<file path="config.mk">
export PLATFORM = sky130hd
export DESIGN_NAME = mii_tx_scheduler_flat
export DESIGN_NICKNAME = d
export VERILOG_FILES = /design/src/rtl/mii_tx_scheduler_if.sv /design/src/rtl/mii_tx_scheduler.sv /design/src/flat_wrapper.sv
export SDC_FILE = /design/constraint.sdc
export NUM_CORES = 1
export LEC_CHECK = 0
export ABC_AREA = 1
export ABC_CLOCK_PERIOD_IN_PS = 1900
export CORE_MARGIN = 2
export CORE_UTILIZATION = 40
export DETAILED_ROUTE_END_ITERATION = 6
export PLACE_DENSITY = 0.67
export SLEW_MARGIN = 10
export SYNTH_ARGS = -nofsm -noshare
export SYNTH_HDL_FRONTEND = slang
export SYNTH_SLANG_ARGS = --single-unit
</file>
<file path="constraint.sdc">
create_clock -name clk -period 1.9 [get_ports clk]
set_input_delay 0.475 -clock clk [delete_from_list [all_inputs] [get_ports clk]]
set_output_delay 0.475 -clock clk [all_outputs]
set_load 0.03 [all_outputs]
</file>
<file path="src/rtl/mii_tx_scheduler_if.sv">
// mii_tx_scheduler_if: config, status and generator-side signals of the MII TX scheduler
interface mii_tx_scheduler_if;
   logic        i_enable;
   logic [15:0] i_num_frames;
   logic [7:0]  i_ipg_cycles;
   logic [15:0] i_stop_data_frame;
   logic        i_stop_data_en;
   logic        i_abort;
   logic [7:0]  i_gen_data;
   logic        o_start;
   logic [7:0]  o_interrupt;
   logic        o_busy;
   logic        o_done;
   logic [15:0] o_frame_count;
   logic        o_timeout;
   modport master (
      output i_enable, i_num_frames, i_ipg_cycles, i_stop_data_frame, i_stop_data_en, i_abort, i_gen_data,
      input  o_start, o_interrupt, o_busy, o_done, o_frame_count, o_timeout
   );
   modport slave (
      input  i_enable, i_num_frames, i_ipg_cycles, i_stop_data_frame, i_stop_data_en, i_abort, i_gen_data,
      output o_start, o_interrupt, o_busy, o_done, o_frame_count, o_timeout
   );
endinterface

</file>
<file path="src/rtl/mii_tx_scheduler.sv">
// mii_tx_scheduler: frame start sequencing with IPG, frame counting and STOP_DATA injection; MII_SCHED_WATCHDOG_EN adds a per-frame watchdog
module mii_tx_scheduler #(
   parameter logic [7:0] START_CODE       = 8'hFB,
   parameter logic [7:0] TERMINATE_CODE   = 8'hFD,
   parameter logic [7:0] STOP_DATA_CODE   = 8'h02,
   parameter int         MAX_FRAME_CYCLES = 128
) (
   input logic            clk,
   input logic            i_rst,
   mii_tx_scheduler_if.slave bus
);
   typedef enum logic [2:0] {
      S_IDLE, S_ARM, S_WAIT_SOF, S_IN_FRAME, S_IPG, S_DONE
`ifdef MII_SCHED_WATCHDOG_EN
      , S_ERROR
`endif
   } state_t;
   state_t      state_q, state_d;
   logic        en_q, en_d;
   logic [15:0] num_q, num_d;
   logic [7:0]  ipg_q, ipg_d;
   logic [15:0] sdf_q, sdf_d;
   logic        sde_q, sde_d;
   logic [15:0] cnt_q, cnt_d;
   logic [7:0]  gap_q, gap_d;
   logic        inj_q, inj_d;
   logic        sof, term;
`ifdef MII_SCHED_WATCHDOG_EN
   localparam int WDW = $clog2(MAX_FRAME_CYCLES + 1);
   logic [WDW-1:0] wd_q, wd_d;
   logic           timeout_q, timeout_d;
`endif
   assign sof  = bus.i_gen_data == START_CODE;
   assign term = bus.i_gen_data == TERMINATE_CODE;
   // next state, config latching, frame counting and registered injection match
   always_comb begin
      state_d = state_q;
      en_d    = bus.i_enable;
      num_d   = num_q;
      ipg_d   = ipg_q;
      sdf_d   = sdf_q;
      sde_d   = sde_q;
      cnt_d   = cnt_q;
      gap_d   = gap_q;
      case (state_q)
         S_IDLE: if (bus.i_enable && !en_q) begin
            state_d = S_ARM;
            num_d   = bus.i_num_frames;
            ipg_d   = bus.i_ipg_cycles;
            sdf_d   = bus.i_stop_data_frame;
            sde_d   = bus.i_stop_data_en;
            cnt_d   = 16'd0;
         end
         S_ARM:      state_d = S_WAIT_SOF;
         S_WAIT_SOF: if (sof) state_d = S_IN_FRAME;
         S_IN_FRAME: if (term) begin
            cnt_d = cnt_q + 16'd1;
            if (bus.i_abort || (num_q != 16'd0 && cnt_d == num_q)) state_d = S_DONE;
            else if (ipg_q == 8'd0) state_d = S_ARM;
            else begin
               state_d = S_IPG;
               gap_d   = ipg_q - 8'd1;
            end
         end
         S_IPG: begin
            if (bus.i_abort) state_d = S_DONE;
            else if (gap_q == 8'd0) state_d = S_ARM;
            else gap_d = gap_q - 8'd1;
         end
         S_DONE: if (!bus.i_enable) state_d = S_IDLE;
         default: ;
      endcase
`ifdef MII_SCHED_WATCHDOG_EN
      timeout_d = timeout_q;
      wd_d = (state_q == S_ARM) ? '0 : (state_q == S_WAIT_SOF || state_q == S_IN_FRAME) ? wd_q + 1'b1 : wd_q;
      if ((state_q == S_WAIT_SOF || (state_q == S_IN_FRAME && !term)) && wd_q == WDW'(MAX_FRAME_CYCLES - 1)) begin
         state_d   = S_ERROR;
         timeout_d = 1'b1;
      end
`endif
      inj_d = sde_d && cnt_d == sdf_d && (state_d == S_ARM || state_d == S_WAIT_SOF || state_d == S_IN_FRAME);
   end
   // state and datapath registers
   always_ff @(posedge clk) begin
      if (i_rst) begin
         state_q <= S_IDLE;
         en_q    <= 1'b0;
         num_q   <= 16'd0;
         ipg_q   <= 8'd0;
         sdf_q   <= 16'd0;
         sde_q   <= 1'b0;
         cnt_q   <= 16'd0;
         gap_q   <= 8'd0;
         inj_q   <= 1'b0;
`ifdef MII_SCHED_WATCHDOG_EN
         wd_q      <= '0;
         timeout_q <= 1'b0;
`endif
      end else begin
         state_q <= state_d;
         en_q    <= en_d;
         num_q   <= num_d;
         ipg_q   <= ipg_d;
         sdf_q   <= sdf_d;
         sde_q   <= sde_d;
         cnt_q   <= cnt_d;
         gap_q   <= gap_d;
         inj_q   <= inj_d;
`ifdef MII_SCHED_WATCHDOG_EN
         wd_q      <= wd_d;
         timeout_q <= timeout_d;
`endif
      end
   end
   assign bus.o_start       = state_q == S_ARM;
   assign bus.o_busy        = state_q == S_ARM || state_q == S_WAIT_SOF || state_q == S_IN_FRAME || state_q == S_IPG;
   assign bus.o_done        = state_q == S_DONE;
   assign bus.o_interrupt   = inj_q ? STOP_DATA_CODE : 8'h00;
   assign bus.o_frame_count = cnt_q;
`ifdef MII_SCHED_WATCHDOG_EN
   assign bus.o_timeout = timeout_q;
`else
   assign bus.o_timeout = 1'b0;
`endif
endmodule

</file>
<file path="src/flat_wrapper.sv">
// flat-port wrapper written by rule: the top's interface ports become plain ports
module mii_tx_scheduler_flat 
#(
   parameter logic [7:0] START_CODE       = 8'hFB,
   parameter logic [7:0] TERMINATE_CODE   = 8'hFD,
   parameter logic [7:0] STOP_DATA_CODE   = 8'h02,
   parameter int         MAX_FRAME_CYCLES = 128
)
  (clk, i_rst, bus_i_enable, bus_i_num_frames, bus_i_ipg_cycles, bus_i_stop_data_frame, bus_i_stop_data_en, bus_i_abort, bus_i_gen_data, bus_o_start, bus_o_interrupt, bus_o_busy, bus_o_done, bus_o_frame_count, bus_o_timeout);
  mii_tx_scheduler_if bus_i ();
  input logic clk;
  input logic i_rst;
  input wire logic [$bits(bus_i.i_enable)-1:0] bus_i_enable;
  input wire logic [$bits(bus_i.i_num_frames)-1:0] bus_i_num_frames;
  input wire logic [$bits(bus_i.i_ipg_cycles)-1:0] bus_i_ipg_cycles;
  input wire logic [$bits(bus_i.i_stop_data_frame)-1:0] bus_i_stop_data_frame;
  input wire logic [$bits(bus_i.i_stop_data_en)-1:0] bus_i_stop_data_en;
  input wire logic [$bits(bus_i.i_abort)-1:0] bus_i_abort;
  input wire logic [$bits(bus_i.i_gen_data)-1:0] bus_i_gen_data;
  output wire logic [$bits(bus_i.o_start)-1:0] bus_o_start;
  output wire logic [$bits(bus_i.o_interrupt)-1:0] bus_o_interrupt;
  output wire logic [$bits(bus_i.o_busy)-1:0] bus_o_busy;
  output wire logic [$bits(bus_i.o_done)-1:0] bus_o_done;
  output wire logic [$bits(bus_i.o_frame_count)-1:0] bus_o_frame_count;
  output wire logic [$bits(bus_i.o_timeout)-1:0] bus_o_timeout;
  assign bus_i.i_enable = bus_i_enable;
  assign bus_i.i_num_frames = bus_i_num_frames;
  assign bus_i.i_ipg_cycles = bus_i_ipg_cycles;
  assign bus_i.i_stop_data_frame = bus_i_stop_data_frame;
  assign bus_i.i_stop_data_en = bus_i_stop_data_en;
  assign bus_i.i_abort = bus_i_abort;
  assign bus_i.i_gen_data = bus_i_gen_data;
  assign bus_o_start = bus_i.o_start;
  assign bus_o_interrupt = bus_i.o_interrupt;
  assign bus_o_busy = bus_i.o_busy;
  assign bus_o_done = bus_i.o_done;
  assign bus_o_frame_count = bus_i.o_frame_count;
  assign bus_o_timeout = bus_i.o_timeout;
  mii_tx_scheduler #(.START_CODE(START_CODE), .TERMINATE_CODE(TERMINATE_CODE), .STOP_DATA_CODE(STOP_DATA_CODE), .MAX_FRAME_CYCLES(MAX_FRAME_CYCLES)) u_core (.clk(clk), .i_rst(i_rst), .bus(bus_i));
endmodule
</file>
Word-level counts from Yosys, hierarchy flattened
Index checks and enable logic that the tools add are counted.
{"block": "word_totals", "in_bits": 53, "regBits": 70}
{"block": "op_classes", "n_mux": 23, "eq_ne": 17, "n_reduce_logical": 18, "addsub": 3}
{"op": "16-bit 2-to-1 mux", "n": 4}
{"op": "8-bit 2-to-1 mux", "n": 5}
{"op": "16-bit equality test", "n": 2}
{"op": "16-bit case mux with 2 select lines", "n": 1}
{"op": "3-bit 2-to-1 mux", "n": 8}
{"op": "3-bit case mux with 6 select lines", "n": 1}
{"op": "16-bit by 1-bit adder with 16-bit output, second input constant", "n": 1}
{"op": "8-bit equality test, second input constant", "n": 2}
{"op": "8-bit zero test", "n": 2}
{"op": "8-bit case mux with 2 select lines", "n": 1}
{"op": "16-bit nonzero test", "n": 1}
{"op": "8-bit by 1-bit subtractor with 8-bit output, second input constant", "n": 2}
{"op": "3-bit by 2-bit equality test with 1-bit output, second input constant", "n": 4}
{"op": "2-bit != test, second input constant", "n": 4}
{"op": "3-bit by 1-bit equality test with 1-bit output, second input constant", "n": 2}
{"op": "3-bit equality test, second input constant", "n": 2}
{"op": "1-bit logical OR", "n": 6}
{"op": "6-bit AND reduction", "n": 1}
{"op": "1-bit logical AND", "n": 4}
{"op": "3-bit zero test", "n": 1}
{"op": "1-bit 2-to-1 mux", "n": 2}
{"op": "2-bit 2-to-1 mux", "n": 1}
{"op": "2-bit by 1-bit != test with 1-bit output, second input constant", "n": 1}
{"op": "2-bit AND reduction", "n": 1}
{"op": "other kinds (2)", "n": 2}

Longest topological paths before layout
Gate-level depths: netlist of the first run.
{"block": "logic_depth", "ltp_word": 11, "mapped_depth": 19}

Least setup slack after synthesis of the first run
Ideal clock, no wire load.
{"block": "synth_timing", "kind": "register to register", "startpoint": "reg u_core.cnt_q[0], in the netlist u_core.bus.o_frame_count[0]", "endpoint": "reg u_core.gap_q[1]", "path_stages_with_launch": 19, "synth_period_minus_slack_ns": 2.247, "arrival_ns": 2.131, "setup_slack_ns": -0.347, "setup_ns": 0.116, "path_cell_list": "dfxtp_1 -> ha_1 -> nand2_1 -> nor2_4 -> nand2_1 -> inv_1 -> nand2_1 -> nand3_1 -> nand2_1 -> inv_1 -> nand3_1 -> nor2_1 -> nand2_2 -> nand2_1 -> nand2_2 -> nand2_4 -> inv_2 -> nor2_1 -> nor2_1"}
{"block": "synth_between", "elab_chain_cells": 6}
{"element": "from (decl)", "line_no": "mii_tx_scheduler.sv:24", "rtl": "logic [15:0] cnt_q, cnt_d;"}
{"element": "from (signal assigned)", "line_no": "mii_tx_scheduler.sv:106", "rtl": "cnt_q <= cnt_d;"}
{"element": "16-bit by 1-bit adder with 16-bit output", "line_no": "mii_tx_scheduler.sv:57", "rtl": "cnt_d = cnt_q + 16'd1;"}
{"element": "16-bit equality test", "line_no": "mii_tx_scheduler.sv:58", "rtl": "if (bus.i_abort || (num_q != 16'd0 && cnt_d == num_q)) state_d = S_DONE;"}
{"element": "1-bit logical AND", "line_no": "mii_tx_scheduler.sv:58"}
{"element": "1-bit logical OR", "line_no": "mii_tx_scheduler.sv:58"}
{"element": "2-bit != test (no line)"}
{"element": "6-bit AND reduction (no line)"}
{"element": "to (signal assigned)", "line_no": "mii_tx_scheduler.sv:107", "rtl": "gap_q <= gap_d;"}
{"element": "to (decl)", "line_no": "mii_tx_scheduler.sv:25", "rtl": "logic [7:0] gap_q, gap_d;"}
No other way between the ends.
A chain may end at the register's enable or synchronous reset.

Final worst setup path of the first run
{"block": "layout_timing", "startpoint": "reg u_core.cnt_q[0], in the netlist u_core.bus.o_frame_count[0]", "endpoint": "reg u_core.gap_q[2]"}
Same word-level chain as after synthesis.

==> out/qor.txt, run 1 <==
Status - finished with violations
Violated checks - negative setup slack
WL/cell - 13.6 um
PwrDens - 1140 nW/um2
RSZ-0062 raised after global routing - yes
Max-cap viol count - 0
Via density - 4.86
Sequential Power Share - 28.4%
Clk network pwr share - 18.8%
ANT nets after route - 0
Largest net degree at the start of global routing - 44
Clock buffer count from CTS - 9
Layout Area Growth over Synthesis - 48.9%
Core area - 10200 um2
Tmin final - 2150 ps
Drt pass-1 iters - 5
Syn avg cell area - 6.37 um2
RePlAce Congestion - 0.882
Die area - 11200 um2
1st-iter DRT viols - 242
Clock Skew - 11.8 ps
Fin util - 60.6%
Port Buf Inserts - 72
Synth async-reset ratio - 0%
Sequential area share after synthesis - 33.6%
Mapped Cells - 654
Startpoint Class - flop
Die height - 106 um
Initial antenna violation count - 0
Fill cell count - 977
Clock root cell - clkbuf_8
First-pass GRT wire length - 21200 um
Post-route DRC - 0
Layout Nets - 870
Required time worst endpoint - 2160 ps
Final period util - 113%
Tot GR Track Use - 23.6%
Gr ovfl total - 0
R2R Setup Slk - -250 ps
Hold Path Class - primary input to flop
Critical Path AT - 2410 ps
Hold WS - 488 ps
Fin. max-slew vios - 0
Psw - 2.80 mW
I/O pins - 81
Fmax - 465 MHz
Post-Syn Area - 4170 um2
Clock-pin slew on the worst setup and hold paths - 80 ps
Sw Share - 39.6%
Cell-internal power - 4.27 mW
TritonCTS clock tree - yes
Layout cells sized above 1 - 25.9%
Row count - 37
Die X - 106 um
# diodes - 0
Flip-flop and latch area - 1430 um2
EDFF count, synth - 0
Multi-input gate area - 2590 um2
Synth unique cells - 38
# hold bufs at CTS - 0
Vias - 4649
Clk_lat worst skew - 360 ps
H-tree Lvls - 3
VDD IR-drop max - 896 uV
Syn. warnings - 0
Clk sinks - 70
Worst Path Max Fanout - 8
Fin. Hold Viols - 0
Gr busiest metal - met2
WL final - 13000 um
Clk buf depth - 2
Detailed Place HPWL - 9680 um
WS Path Type - flop to flop
Met3 GRT Util - 3.86%
Crit end category - flop
GR Util met2 - 42.6%
Synth Flop Type - dfxtp_1
Share of total power in combinational logic - 52.8%
Worst Setup Slack, final - -250 ps
LEAKAGE - 2.93 nW
Global Route met1 Usage - 29.4%
Vias in the first global route - 4542
Final setup violating endpoints - 11
FF+latch count, synth - 70
Initial cell density of the core - 40.7%
==> cell usage in the layout (no fill, tap or decap), types with 17 or more instances in the layout <==
cell type	instances
nand2_2	25
nand2_1	156
a21oi_1	33
dlygate4sd2_1	17
buf_4	90
o21ai_0	34
nor2_1	77
nand3_1	44
inv_1	64
clkdlybuf4s50_1	51
o21ai_1	18
dfxtp_1	55
==> registers in the layout (all words and copies together) (netlist names) <==
| signal | cells |
|---|---|
| u_core.bus.o_frame_count | 16 |
| u_core.en_q | 1 |
| u_core.gap_q | 8 |
| u_core.inj_q | 1 |
| u_core.ipg_q | 8 |
| u_core.num_q | 16 |
| u_core.sde_q | 1 |
| u_core.sdf_q | 16 |
| u_core.state_q | 3 |
==> worst max-delay path, stage by stage, from the launching register on <==
cell	delay, ps
dfxtp_4	390
ha_4	160
nand2_4	60
nor2_4	240
nand4_1	210
nand2_2	140
nand2_2	60
nand2_2	70
nor2_2	30
nand2_1	80
nor2_2	40
nand2_2	110
nand2_2	80
nand2_4	100
nand2_8	80
o21ai_0	160
nor2_1	50
==> per-layer routing <==
layer | part of all wire [%] | vias up
li1 | - | 2404
met1 | 45 | 2143
met2 | 50 | 89
met3 | 3.7 | 13
met4 | 1.2 | 0
met5 | 0 | -
==> path summary, 6_finish.rpt <==
| kind | cells after the start | startpoint | endpoint |
|---|---|---|---|
| worst min-delay path | 3 | bus_i_enable | u_core.en_q |
| worst min register to register | 2 | u_core.ipg_q[0] | u_core.ipg_q[0] |
| worst max register to register | 16 | u_core.bus.o_frame_count[0] | u_core.gap_q[2] |
| worst max-delay path | 16 | u_core.bus.o_frame_count[0] | u_core.gap_q[2] |
==> synthesized netlist by cell type (5+ instances only) <==
cell type	n	area, um2
nand2_1	176	661
nor2_1	88	330
dfxtp_1	70	1400
inv_1	67	251
nand3_1	52	260
o21ai_0	45	225
a21oi_1	34	170
buf_4	12	90.1
nand4_1	12	75.1
clkbuf_1	9	33.8
nand2_2	9	56.3
o21ai_1	9	45.0
nor2_2	7	43.8
mux2i_1	5	50.1
nand3b_1	5	37.5
xnor2_1	5	43.8
xor2_1	5	43.8
==> repair_timing <==
| action | CTS | global route |
|---|---|---|
| gates cloned | 4 | 0 |
| setup endpoints to repair | 28 | 14 |
| buffers inserted | 4 | 2 |
| resized for setup | 63 | 38 |
| pin swaps | 16 | 13 |
==> per-stage QoR <==
step / worst slack [ps] / instance area, um2 / power (mW) / TNS, ps / cells
5_1_grt: -437 / 6200 / 7.61 / -4190 / 956
6_report: -250 / 6200 / 7.07 / -2280 / 956
2_1_floorplan: -21.7 / 4240 / 4.10 / -171 / 661
4_1_cts: -183 / 6090 / 6.87 / -1670 / 955
3_3_place_gp: -652 / 5640 / 5.14 / -11730 / 931
3_5_place_dp: -663 / 5640 / 5.19 / -13100 / 931
==> kinds of logic (layout without fill, tap and decap cells) <==
group / after synthesis / after routing / synth area share, %
xor+xnor: 11 / 11 / 2.64
simple gates: 371 / 373 / 39.2
fa+ha+maj: 2 / 2 / 0.601
other cells: 1 / 8 / 0.0900
mux: 5 / 5 / 1.20
compound gates: 94 / 94 / 11.7
flops: 70 / 70 / 33.6
buf+inv: 100 / 257 / 10.9
==> area by class of cell <==
type | count | share of cell area (%)
clock inverter | 3 | 0.646
tap | 136 | 2.74
inverter | 72 | 4.60
timing repair buffer | 169 | 24.5
clock buffer | 13 | 2.74
multi-input combinational | 493 | 41.7
sequential | 70 | 23.1
==> power by group through the flow <==
stage | clock network (mW) | logic [mW] | registers [mW]
6_report | 1.33 | 3.73 | 2.01
5_1_grt | 1.41 | 4.15 | 2.05
4_1_cts | 1.33 | 3.56 | 1.98
3_5_place_dp | 0 | 3.20 | 1.99
3_3_place_gp | 0 | 3.15 | 1.99
2_1_floorplan | 0 | 2.16 | 1.94
Power figures use the tool's default switching activity.
==> inputs of run 2 (changes only) <==
--- a/config.mk
+++ b/config.mk
@@ -7,7 +7,6 @@
 export LEC_CHECK = 0
 export ABC_AREA = 1
 export ABC_CLOCK_PERIOD_IN_PS = 1900
-export CORE_MARGIN = 2
 export CORE_UTILIZATION = 40
 export DETAILED_ROUTE_END_ITERATION = 6
 export PLACE_DENSITY = 0.67
==> out/qor.txt, run 2 (synthesis results as in run 1) <==
Clk sinks - 70 (unchanged)
Drt pass-1 iters - 4 (-1)
Vias - 4791 (+3.1%)
Hold Path Class - flop to flop
Fmax - 462 MHz (-0.74%)
Clk_lat worst skew - 360 ps (about the same)
Most frequent cells in the layout - nand2_1 (161), buf_4 (100), nor2_1 (80)
Final period util - 114% (+0.84 points)
Final setup violating endpoints - 11 (unchanged)
Tmin final - 2170 ps (+15.9 ps)
LEAKAGE - 2.91 nW (-0.84%)
WL final - 13300 um (+1.7%)
Crit end category - flop
Fin. max-slew vios - 0 (unchanged)
Core area - 9950 um2 (-2.7%)
Critical Path AT - 2410 ps (about the same)
Clock buffer count from CTS - 9 (unchanged)
Initial cell density of the core - 41.8% (+1.1 points)
Detailed Place HPWL - 10100 um (+4.6%)
Most common cell after layout, fill and taps aside - nand2_1
Clk buf depth - 2 (unchanged)
Largest net degree at the start of global routing - 45 (+2.3%)
Die X - 104 um (-1.9%)
Via density - 5.00 (+2.7%)
Die height - 104 um (-1.9%)
1st-iter DRT viols - 248 (+2.5%)
Required time worst endpoint - 2140 ps (-20 ps)
Port Buf Inserts - 72 (unchanged)
Layout cells sized above 1 - 25.5% (-0.31 points)
Layout Nets - 876 (+0.69%)
Hold WS - 485 ps (-3.58 ps)
Clock root cell - clkbuf_8
H-tree Lvls - 3 (unchanged)
Worst Setup Slack, final - -266 ps (-15.9 ps)
Clock Skew - 13.2 ps (+1.40 ps)
Fin. Hold Viols - 0 (unchanged)
RePlAce Congestion - 0.894 (+1.3%)
Worst Path Max Fanout - 7 (-1)
ANT nets after route - 0 (unchanged)
Clock-pin slew on the worst setup and hold paths - 80 ps (about the same)
# hold bufs at CTS - 0 (unchanged)
Row count - 36 (-2.7%)
Tot GR Track Use - 25.5% (+1.9 points)
WL/cell - 13.8 um (+1.4%)
Initial antenna violation count - 0 (unchanged)
Layout Area Growth over Synthesis - 47.2%
Setup TNS - -2370 ps (-89.0 ps)
Max-cap viol count - 0 (unchanged)
Status - finished with violations
I/O pins - 81 (unchanged)
Vias in the first global route - 4646 (+2.3%)
TritonCTS clock tree - yes
VDD IR-drop max - 652 uV (-27%)
Startpoint Class - flop
Post-route DRC - 0 (unchanged)
RSZ-0062 raised after global routing - yes
WS Path Type - flop to flop
First-pass GRT wire length - 21800 um (+2.8%)
PwrDens - 1100 nW/um2 (-3.5%)
Gr ovfl total - 0 (unchanged)
Die area - 10800 um2 (-3.7%)
# diodes - 0 (unchanged)
Violated checks - negative setup slack
==> run 2: path summary, 6_finish.rpt <==
path	startpoint	to	slack [ps]	cells after the start
max	u_core.bus.o_frame_count[0]	u_core.gap_q[5]	-270	17
min	u_core.ipg_q[6]	u_core.ipg_q[6]	480	2
max reg2reg	u_core.bus.o_frame_count[0]	u_core.gap_q[5]	-270	17
min reg2reg	u_core.ipg_q[6]	u_core.ipg_q[6]	480	2
==> run 2: metal layers <==
layer  track usage [%]  routed length, um  vias up
li1                  -                  -     2421
met1              31.3               6020     2227
met2              44.3               6450      118
met3              4.51                511       25
met4              9.39                272        0
met5                 0                  0        -
==> run 2: metrics by stage <==
step                      instances  utilization [%]  total power, mW  worst slack (ps)  instance area (um2)
after detailed placement        934             57.0             5.22              -749                 5670
final                           959             61.6             6.74              -266                 6130
after floorplan                 661                -             4.10             -21.7                 4240
after CTS                       959             61.0             6.62              -215                 6080
after global routing            959             61.6             7.24              -436                 6130
after global placement          934             57.0             5.15              -674                 5670
==> run 2: power by group <==
part | switching (mW) | internal, mW | leakage (nW) | total [mW]
Sequential | 0.218 | 1.79 | 0.581 | 2.01
Combinational | 1.91 | 1.57 | 2.23 | 3.48
Clock | 0.571 | 0.678 | 0.0996 | 1.25
Total | 2.70 | 4.04 | 2.91 | 6.74
==> run 2: critical path, cell delays in order, from the launching register on <==
cell     delay (ps)
dfxtp_4         390
ha_4            160
nand2_4          60
nor2_4          220
buf_4           160
nand3_1          90
nand2_1          90
nand3_1          60
nand2_1          60
nor2_1           40
nand2_1          60
nor2_2           40
nand2_2         100
nand2_2          80
nand2_4          80
nand2_2          80
o21ai_0         210
nor2_1           60
==> run 2: cell type report <==
type,count,area (um2)
Clock buffer,13,159
Fill cell,943,3820
Clock inverter,3,42.5
Multi-Input combinational cell,492,2540
Sequential cell,70,1430
Timing Repair inverter,1,6.26
Inverter,72,283
Timing Repair Buffer,175,1500
Tap cell,133,166
==> run 2: what timing repair did <==
| item | CTS | global route |
|---|---|---|
| cloned | 3 | 0 |
| gates resized for setup | 71 | 19 |
| buffers inserted | 6 | 0 |
| pin swaps | 25 | 5 |
| hold endpoints to repair | 0 | 0 |
| endpoints found under the setup margin | 29 | 12 |
==> RTL edit 1: new RTL, settings of run 1 <==
Build with the macro `MII_SCHED_WATCHDOG_EN` defined.
--- a/src/rtl/mii_tx_scheduler.sv
+++ b/src/rtl/mii_tx_scheduler.sv
@@ -1,4 +1,6 @@
 // mii_tx_scheduler: frame start sequencing with IPG, frame counting and STOP_DATA injection; MII_SCHED_WATCHDOG_EN adds a per-frame watchdog
+`define MII_SCHED_WATCHDOG_EN
+
 module mii_tx_scheduler #(
    parameter logic [7:0] START_CODE       = 8'hFB,
    parameter logic [7:0] TERMINATE_CODE   = 8'hFD,
Function: same outputs for any inputs over 10 cycles, from zero or initial values and one cycle with i_rst high; that may be too few to reach the edited logic, so the function may still have changed.
==> RTL edit 1 against run 1 <==
The run ends with DRC, setup timing left. Largest cell class unchanged. First-iteration DRC count up 21%. Sequential cell count grew 9. Synthesized cell count grew 10%. Die area up 7.5%. Routed wire length increased by 14%. Highest routed layer unchanged. Non-clock buffer count up 40. Final cell count increased by 12%. Design area is 13% higher. Critical path type unchanged. Setup slack improved by 0.044 ns. Area after synthesis rose by 7.8%.
Power is not compared: it rests on default switching activity, and its combinational part moved more than twofold at a synthesized area within 25%.
==> RTL edit 1: results <==
set metrics [dict create \
    drc 4 \
    ys_types 35 \
    setup_violations 12 \
    routabilityCongestion 0.962 \
    min_path_type "flop to flop" \
    detailed_place_hpwl_microns 10800 \
    wl_met2_microns 7660 \
    synth_cells 721 \
    antenna_cells 0 \
    status "finished, violations left" \
    cts_resized 109 \
    final_nets 978 \
    cts.path.max_buffers 2 \
    slowest_stage "dfxtp_4" \
    htreeDepth 3 \
    dr_wl_met3_microns 687 \
    grt_pass1_wl_microns 23800 \
    met1_length_microns 6130 \
    async_reset_ff_share_pct 0 \
    via_per_inst 4.98 \
    clk_latency_ns 0.35 \
    grt_use_met2_pct 45.1 \
    drt_iter0_markers 293 \
    clock_skew_ns 0.0171 \
    grt_max_degree 46 \
    dr.max_layer_used "met4" \
    ys_top_cells_by_count "nand2_1, nor2_1, dfxtp_1" \
    wl_microns 14800 \
    seq_area_frac_synth_pct 35.2 \
    cts_root_buf "clkbuf_8" \
    synth_warnings 0 \
    dp_cells 1028 \
    port_buffers 73 \
    crit_arrival_ns 2.34 \
    worstPathMaxFanout 8 \
    pre_cts_slack_ns -0.743 \
    clk_transition_reported_paths_ns 0.09 \
    dr.pass1.iters 7 \
    met1_usage_pct 29.5 \
    drive_above_1_share_pct 28.7 \
    leakage_nw 3.30 \
    postCtsSetupBuffers 12 \
    slew_headroom_pct 57.4 \
    worst_slack_ns -0.206 \
    vias 5311 \
    postPlaceCellArea_sq_um 6210 \
    violations "DRC, setup timing" \
    met3_usage_pct 3.59 \
    cts_buffers 9 \
    ys_top_cells_by_area "dfxtp_1, nand2_1, nor2_1" \
    ir_worst_vdd_uv 445 \
    fin_tns_setup_ns -1.78 \
    antenna_found_initial 0 \
    grt_use_total_pct 25.0 \
    synthFlopType "dfxtp_1" \
    max_stage_delay_ns 0.39 \
]
RTL edit 1: critical path: cells and delay by family, from the launching register on:
| family | cells | cell delay (ns) |
|---|---|---|
| compound gates | 1 | 0.16 |
| flops | 1 | 0.39 |
| buf+inv | 2 | 0.23 |
| fa+ha+maj | 1 | 0.17 |
| simple gates | 11 | 1.04 |
RTL edit 1: kinds of logic (layout without fill, tap and decap cells):
logic type	after synthesis	in the layout	share of synthesized area, %
AO/OA/AOI/OAI	98	98	11.1
XOR/XNOR	12	12	2.67
adder cells (fa/ha/maj)	3	3	0.836
buffers and inverters	109	307	10.1
flip-flops	79	79	35.2
multiplexers	1	1	0.223
other	1	7	0.0835
AND/OR/NAND/NOR	418	419	39.8
RTL edit 1: layout make-up:
type / instances / area, sq um
clock buffers: 11 / 153
fillers: 958 / 3890
clock inverters: 4 / 28.8
well taps: 140 / 175
multi-input cells: 540 / 2870
inverters: 83 / 329
repair buffers: 209 / 1830
flip-flops and latches: 79 / 1620
RTL edit 1: worst paths after layout:
check | startpoint | endpoint | slack (ns) | depth (start not counted)
worst max-delay path | u_core.bus.o_frame_count[1]$_SDFF_PP0_ | u_core.gap_q[2]$_SDFFE_PP0P_ | -0.21 | 15
worst max register to register | u_core.bus.o_frame_count[1]$_SDFF_PP0_ | u_core.gap_q[2]$_SDFFE_PP0P_ | -0.21 | 15
worst min-delay path | u_core.ipg_q[7]$_SDFFE_PP0P_ | u_core.ipg_q[7]$_SDFFE_PP0P_ | 0.49 | 2
worst min register to register | u_core.ipg_q[7]$_SDFFE_PP0P_ | u_core.ipg_q[7]$_SDFFE_PP0P_ | 0.49 | 2
RTL edit 1: power by group:
group / leakage (nW) / switching (mW) / internal, mW
sequential: 0.654 / 0.0565 / 1.74
clock: 0.0869 / 0.659 / 0.551
combinational: 2.56 / 0.545 / 0.487
==> RTL edit 2: new RTL, settings of run 1 <==
Without the edit above. The 6 states of `state_t` get a one-hot encoding in 6 bits.
--- a/src/rtl/mii_tx_scheduler.sv
+++ b/src/rtl/mii_tx_scheduler.sv
@@ -9,8 +9,8 @@
    input logic            i_rst,
    mii_tx_scheduler_if.slave bus
 );
-   typedef enum logic [2:0] {
-      S_IDLE, S_ARM, S_WAIT_SOF, S_IN_FRAME, S_IPG, S_DONE
+   typedef enum logic [5:0] {
+      S_IDLE = 6'b000001, S_ARM = 6'b000010, S_WAIT_SOF = 6'b000100, S_IN_FRAME = 6'b001000, S_IPG = 6'b010000, S_DONE = 6'b100000
 `ifdef MII_SCHED_WATCHDOG_EN
       , S_ERROR
 `endif
Formal check against the unedited RTL: same outputs for any inputs over 10 cycles, from zero or initial values and one cycle with i_rst high; not proved beyond that.
==> RTL edit 2 against run 1 <==
Combinational power down 27%. Critical path depth up 1. Routed wire length rose by 10%. Total power decreased by 12%. The flow still finishes with violations (setup timing). Via count increased by 10%. Design area is 13% higher. Final cell count is 8.7% higher. Sequential cell count increased by 3. Area after synthesis increased by 9.3%. Setup slack got worse by 0.0042 ns. Clock skew decreased by 0.0028 ns. Clock power increased by 21%.
==> RTL edit 2: results <==
set metrics [dict create \
    status "finished, violations left" \
    violations "setup timing" \
    ys_top_cells_by_area "dfxtp_1, nand2_1, inv_1" \
    met3_usage_pct 3.83 \
    cts_root_buf "clkbuf_16" \
    met1_length_microns 6560 \
    ys_top_cells_by_count "nand2_1, inv_1, nor2_1" \
    whs_ns 0.478 \
    vias 5124 \
    routabilityCongestion 0.934 \
    grt_use_total_pct 23.1 \
    synth_cells 706 \
    final_nets 949 \
    postCtsSetupBuffers 13 \
    worst_slack_ns -0.254 \
    min_path_type "flop to flop" \
    fin_tns_setup_ns -2.44 \
    grt_max_degree 46 \
    postPlaceCellArea_sq_um 6180 \
    wl_met2_microns 6800 \
    met1_usage_pct 30.7 \
    ys_types 43 \
    drt_iter0_markers 284 \
    synth_xor_area_share_pct 2.83 \
    synth-compound-area-share_pct 12.8 \
    dp_cells 1001 \
    drive_above_1_share_pct 31.5 \
    clk_latency_ns 0.34 \
    worstPathMaxFanout 5 \
    dr_wl_met3_microns 749 \
    fill_cells 986 \
    synthMuxAreaShare_pct 0 \
    grt_pass1_vias 4936 \
    ir_worst_vdd_uv 571 \
    setup_violations 14 \
    wire_per_inst_microns 13.8 \
    via_per_inst 4.93 \
    detailed_place_hpwl_microns 10300 \
    timing.rr.end "u_core.gap_q[7]$_SDFFE_PP0P_" \
    clock_skew_ns 0.00899 \
    hold_end "u_core.ipg_q[0]$_SDFFE_PP0P_" \
    pre_cts_slack_ns -0.804 \
]
## RTL edit 2: changes by cell type in the layout (fill, tap and decap cells not counted), sizes merged, moves of 6 or more
cell,change
dlygate4sd2,+7
clkdlybuf4s50,-6
a21oi,+10
inv,+31
nand3,+21
buf,+28
## RTL edit 2: power by group
group	switching (mW)	leakage [nW]	total, mW	internal [mW]
Combinational	1.49	2.54	2.71	1.22
Clock	0.689	0.140	1.61	0.917
Sequential	0.124	0.606	1.88	1.76
Total	2.30	3.29	6.20	3.89
## RTL edit 2: cell type report
| cell class | instances | area (sq um) | share of cell area (%) |
|---|---|---|---|
| tap | 140 | 175 | 2.50 |
| clock inverter | 5 | 30.0 | 0.428 |
| multi-input combinational | 512 | 2910 | 41.5 |
| inverter | 102 | 395 | 5.64 |
| timing repair buffer | 196 | 1750 | 25.0 |
| sequential | 73 | 1500 | 21.5 |
| clock buffer | 11 | 243 | 3.46 |
